$ cat config.mk
export PLATFORM = sky130hd
export DESIGN_NAME = ffl_lockout_latch
export DESIGN_NICKNAME = d
export VERILOG_FILES = /design/src/rtl/ffl_lockout_latch.sv
export SDC_FILE = /design/constraint.sdc
export NUM_CORES = 1
export LEC_CHECK = 0
export BUFFER_PORTS_ARGS = -buffer_cell sky130_fd_sc_hd__buf_2
export CORE_AREA = 2 2 75 77
export DETAILED_ROUTE_END_ITERATION = 7
export DIE_AREA = 0 0 77 79
export PLACE_DENSITY = 0.83
export SYNTH_ARGS = -nofsm -noshare
export SYNTH_HDL_FRONTEND = slang
export SYNTH_SLANG_ARGS = --single-unit
$ cat constraint.sdc
create_clock -name clk -period 3 [get_ports clk]
set_clock_uncertainty 0.1 [all_clocks]
set_input_delay 0.45 -clock clk [delete_from_list [all_inputs] [get_ports clk]]
set_output_delay 0.45 -clock clk [all_outputs]
set_load 0.005 [all_outputs]
$ cat src/rtl/ffl_lockout_latch.sv
// Buzzer lockout: synchronises contestant buttons, captures the first valid press,
// masks buttons held at arm, reports ties and measures response time.
module ffl_lockout_latch #(
  parameter int unsigned CHANNELS    = 4,
  parameter int unsigned SYNC_STAGES = 2,
  parameter int unsigned TIMER_W     = 16,
  parameter int unsigned IDX_W       = $clog2(CHANNELS)
) (
  input  logic                clk,
  input  logic                rst,
  input  logic [CHANNELS-1:0] btn,
  input  logic                arm,
  input  logic                clear,
  input  logic [TIMER_W-1:0]  timeout_cycles,
  output logic [1:0]          state,
  output logic                winner_valid,
  output logic [IDX_W-1:0]    winner_idx,
  output logic [CHANNELS-1:0] winner_onehot,
  output logic                tie,
  output logic [CHANNELS-1:0] foul_mask,
  output logic [TIMER_W-1:0]  elapsed
);

  typedef enum logic [1:0] {
    ST_IDLE    = 2'd0,
    ST_ARMED   = 2'd1,
    ST_LOCKED  = 2'd2,
    ST_TIMEOUT = 2'd3
  } state_e;

  state_e                                   state_q, state_d;
  logic [SYNC_STAGES-1:0][CHANNELS-1:0]     sync_q, sync_d;
  logic [CHANNELS-1:0]                      bd_q, bd_d;
  logic                                     winner_valid_q, winner_valid_d;
  logic [IDX_W-1:0]                         winner_idx_q, winner_idx_d;
  logic [CHANNELS-1:0]                      winner_onehot_q, winner_onehot_d;
  logic                                     tie_q, tie_d;
  logic [CHANNELS-1:0]                      foul_mask_q, foul_mask_d;
  logic [TIMER_W-1:0]                       elapsed_q, elapsed_d;

  logic [CHANNELS-1:0] bs;
  logic [CHANNELS-1:0] rise;
  logic [CHANNELS-1:0] elig;
  logic [CHANNELS-1:0] first_onehot;
  logic [IDX_W-1:0]    first_idx;
  logic                multi_press;
  logic                timeout_hit;

  // Synchroniser chain plus one delay stage for edge detection.
  always_comb begin
    sync_d[0] = btn;
    for (int s = 1; s < int'(SYNC_STAGES); s++) begin
      sync_d[s] = sync_q[s-1];
    end
  end

  assign bs   = sync_q[SYNC_STAGES-1];
  assign bd_d = bs;
  assign rise = bs & ~bd_q;
  assign elig = rise & ~foul_mask_q;

  // Lowest set bit wins; any further bit means a tie.
  assign first_onehot = elig & (~elig + CHANNELS'(1));
  assign multi_press  = |(elig & (elig - CHANNELS'(1)));

  always_comb begin
    first_idx = '0;
    for (int i = int'(CHANNELS) - 1; i >= 0; i--) begin
      if (elig[i]) first_idx = IDX_W'(i);
    end
  end

  assign timeout_hit = (timeout_cycles != '0) &&
                       (((TIMER_W+1)'(elapsed_q) + (TIMER_W+1)'(1)) == (TIMER_W+1)'(timeout_cycles));

  always_comb begin
    state_d         = state_q;
    winner_valid_d  = winner_valid_q;
    winner_idx_d    = winner_idx_q;
    winner_onehot_d = winner_onehot_q;
    tie_d           = tie_q;
    foul_mask_d     = foul_mask_q;
    elapsed_d       = elapsed_q;

    case (state_q)
      ST_IDLE: begin
        winner_valid_d  = 1'b0;
        winner_idx_d    = '0;
        winner_onehot_d = '0;
        tie_d           = 1'b0;
        foul_mask_d     = '0;
        if (arm) begin
          state_d     = ST_ARMED;
          elapsed_d   = '0;
          foul_mask_d = bs;
        end
      end
      ST_ARMED: begin
        foul_mask_d = foul_mask_q & bs;
        if (elig != '0) begin
          state_d         = ST_LOCKED;
          winner_valid_d  = 1'b1;
          winner_idx_d    = first_idx;
          winner_onehot_d = first_onehot;
          tie_d           = multi_press;
        end else if (timeout_hit) begin
          state_d   = ST_TIMEOUT;
          elapsed_d = timeout_cycles;
        end else if (elapsed_q != '1) begin
          elapsed_d = elapsed_q + TIMER_W'(1);
        end
      end
      default: ;
    endcase

    // Clear dominates arm and everything else; elapsed is kept for readout.
    if (clear) begin
      state_d         = ST_IDLE;
      winner_valid_d  = 1'b0;
      winner_idx_d    = '0;
      winner_onehot_d = '0;
      tie_d           = 1'b0;
      foul_mask_d     = '0;
    end
  end

  always_ff @(posedge clk or posedge rst) begin
    if (rst) begin
      state_q         <= ST_IDLE;
      sync_q          <= '0;
      bd_q            <= '0;
      winner_valid_q  <= 1'b0;
      winner_idx_q    <= '0;
      winner_onehot_q <= '0;
      tie_q           <= 1'b0;
      foul_mask_q     <= '0;
      elapsed_q       <= '0;
    end else begin
      state_q         <= state_d;
      sync_q          <= sync_d;
      bd_q            <= bd_d;
      winner_valid_q  <= winner_valid_d;
      winner_idx_q    <= winner_idx_d;
      winner_onehot_q <= winner_onehot_d;
      tie_q           <= tie_d;
      foul_mask_q     <= foul_mask_d;
      elapsed_q       <= elapsed_d;
    end
  end

  assign state         = state_q;
  assign winner_valid  = winner_valid_q;
  assign winner_idx    = winner_idx_q;
  assign winner_onehot = winner_onehot_q;
  assign tie           = tie_q;
  assign foul_mask     = foul_mask_q;
  assign elapsed       = elapsed_q;

endmodule

==> results.txt <==
Counting instances in the post-synthesis netlist gives the leading cell types as dfrtp_1 (42), nand2_1 (25), nor2_1 (23). The number of warnings printed during yosys synthesis came out at 0. The share of total power consumed by net switching came out at 29.2%. The number of clock sinks is 42. The worst slew slack as a fraction of its limit came out at 44.7%. The utilization after layout came out at 55.8%.

After detailed routing, the total wire length is 6330 um. The worst hold path begins at btn[2]. Leaving out filler cells and counting taps, the final layout contains 401. Entering global routing, the biggest net connects 43 pins. The number of global-route vias before repair came out at 2158. The slew at the pin with the worst max-slew slack is 0.823 ns. The share of total power dissipated in sequential elements is 52.1%. The part of the Yosys area used for sequential elements is 41.4%. By area the synthesized netlist is led by dfrtp_1 (41%), xnor2_1 (4.8%), nand2_1 (3.7%). STA classifies the critical path startpoint as a flop. The number of placed instances with taps included is 391. Setup repair after global routing left no endpoint under its margin. The clock network latency to the later pin of the worst-skew pair came out at 0.30 ns. The instance count of the mapped netlist came out at 273. The endpoint arrival time on the critical path came out at 2.88 ns. The per-instance average area after synthesis is 9.30 um2. The routed layout has 2325 vias. The flow ran to the end, and the final reports show no timing, DRC or antenna violations. The tree is rooted in a clkbuf_8.

The worst path needs 2.75 ns of the cycle, external delays included. After floorplanning, the core was sized to cover 0.00534 mm2. Summed over all cells, the static leakage comes to 0.00144 uW. The number of core rows is 27. The fraction of the cycle the final worst path needs is 91.5%. The initial antenna violation count came out at 0. The largest total area in the synthesized netlist belongs to dfrtp_1. Relative to the synthesized area, the layout overhead comes to 17.2%. In the synthesized netlist the async set-or-reset flop fraction comes to 100%.

The initial core utilization is 47.6%. The routability-driven placement congestion ratio came out at 0.938. The final total negative setup slack came out at 0 ns.

Broken down by cell family, the worst path's largest delay share belongs to simple AND/OR/NAND/NOR gates. The total half-perimeter wirelength after legalization and detailed placement came out at 4570 um. The power per standard cell area came out at 390 mW/mm2.

Per report_power, the clock group accounts for 31.9% of the total. The number of setup violations in the final report came out at 0. The number of synthesized flops with an enable pin is 0. The worst setup path is of the flop to flop kind. The H-tree was split into 2 levels. The most frequently used cell type in the post-synthesis netlist is dfrtp_1. Synthesis inferred 42 register bits. After clock tree synthesis, the repair step resized 0 gates. The clock passes through at most 2 buffers.

The number of top-level design ports came out at 54. The ratio of routed vias to standard cells came out at 5.80. Buffers placed on the I/O ports in this run total 53. The peak per-stage delay on the critical path is 0.47 ns.

Derived from the worst setup path, the maximum achievable clock frequency is 364 MHz. After synthesis, the largest area contributor takes up 41.4% of total cell area. The die height is 79 um. The worst path buffer plus inverter count came out at 1.

Summed over all nets, the switching power comes to 339 uW. The number of nets in the synthesized netlist is 298. The worst setup path is captured at a flop.

The post-detailed-route count of antenna-violating nets is 0. The tool flagged a number of max-cap violations equal to 0. The internal power consumption came out at 822 uW. The DRC violation count after routing came out at 0. The worst-case hold slack came out at 0.153 ns. The cell at the slowest stage of the critical path is dfrtp_1. Clock-pin slew was measured on the worst setup and hold paths at 0.09 ns. The power share of the combinational group is 16.0%.

The mapped cell area is 0.00254 mm2. The combined global-route utilization of all metal layers came out at 21.3%. The worst-case IR drop observed on VDD is 0.291 mV. The required time at the worst-slack endpoint is 3.13 ns. Tracing the worst setup path back leads to its startpoint at elapsed[0]. The area enclosed by the die boundary is 0.00608 mm2. The prevailing post-synth register cell is dfrtp_1. The startpoint of the worst-slack reg-to-reg timing path is elapsed[0]. The wire length of the first global-routing pass is 10400 um.

The die width is 77 um. The repair_antennas step left the layout with diodes totalling 0. The number of hold violations in the final report came out at 0. The total number of nets in the final design is 353. The tightest min-delay check is of the input pin to flop type.

The number of slew-limit violations in the final report came out at 0. The fraction of layout instances using a drive strength above 1 came out at 24.6%. The number of clock buffers inserted by TritonCTS came out at 5.

The global-route congestion overflow total is 0. The initial detailed-routing violation count is 209. The synthesized netlist contains 52 unique library cells. The iteration count of the initial detailed-routing pass came out at 5.

The detail-routed net length per standard cell is 15.8 um. The TritonCTS clock tree is yes. Walking the worst path, the cells encountered are ha_1 -> nand3_2 -> nor4_4 -> xnor2_1 -> nor4_2 -> nand4_4 -> buf_4 -> mux2_4 -> o22ai_2. Along the worst path, the maximum fanout reaches 8.
-- area by class of cell --
| class | count | area, um2 |
|---|---|---|
| Fill cell | 504 | 2360 |
| Multi-Input combinational cell | 204 | 1360 |
| Sequential cell | 42 | 1050 |
| Timing Repair Buffer | 63 | 340 |
| Tap cell | 72 | 90.1 |
| Clock buffer | 5 | 68.8 |
| Inverter | 12 | 45.0 |
| Clock inverter | 3 | 21.3 |
-- per-stage QoR --
stage / total power, uW / setup WS, ns / area [um2]
2_1_floorplan: 728 / 0.428 / 2540
3_3_place_gp: 795 / 0.243 / 2870
3_5_place_dp: 800 / 0.110 / 2870
4_1_cts: 1170 / 0.0883 / 2960
5_1_grt: 1210 / 0.113 / 2980
6_report: 1160 / 0.255 / 2980
-- path summary, 6_finish.rpt --
path | slack, ns | end | cells past startpoint
worst max-delay path | 0.25 | elapsed[2] | 9
worst min-delay path | 0.15 | sync_d[6] | 1
worst max register to register | 0.25 | elapsed[2] | 9
worst min register to register | 0.25 | bd_d[1] | 0
max in group asynchronous | 2.27 | elapsed[15] | 3
min in group asynchronous | 0.18 | foul_mask[0] | 3
-- power by group through the flow --
stage	Clock [uW]	Combinational (uW)	Sequential (uW)
final	371	185	605
after global routing	396	209	608
after CTS	381	185	605
after detailed placement	0	184	616
after global placement	0	180	615
after floorplan	0	116	612
-- layer usage --
metal	GRT usage (%)	wire length, um	up-vias
li1	-	-	1117
met1	28.6	2790	1099
met2	33.6	2950	94
met3	5.45	452	15
met4	7.68	136	0
met5	0	0	-
-- logic make-up after synthesis --
group           Yosys count  share of synthesized area (%)
compound gates           65                           17.4
xor+xnor                 20                           6.90
fa+ha+maj                 2                          0.887
buf+inv                  27                           5.03
flops                    42                           41.4
mux                      10                           4.19
simple gates            107                           24.1
-- state kept, by name (all words and copies together) (netlist names) --
register,flops
bd_d,4
bd_q,4
elapsed,16
foul_mask,4
state,2
sync_d,4
tie,1
winner_idx,2
winner_onehot,4
winner_valid,1
-- repair_timing --
item / in CTS / in global routing
hold buffers: 0 / 0
setup endpoints to repair: 0 / 8
buffers inserted: 0 / 2
-- layout by cell type (no fill, tap or decap), drive strengths merged, types with 9 or more instances in the layout --
master and count:
nor4 11, inv 12, xnor2 14, buf 63, a31oi 11, o21ai 14, dfrtp 42, nand2 25
nor2 23, o22ai 9, nor3 11
(Power assumes the default switching activity.)
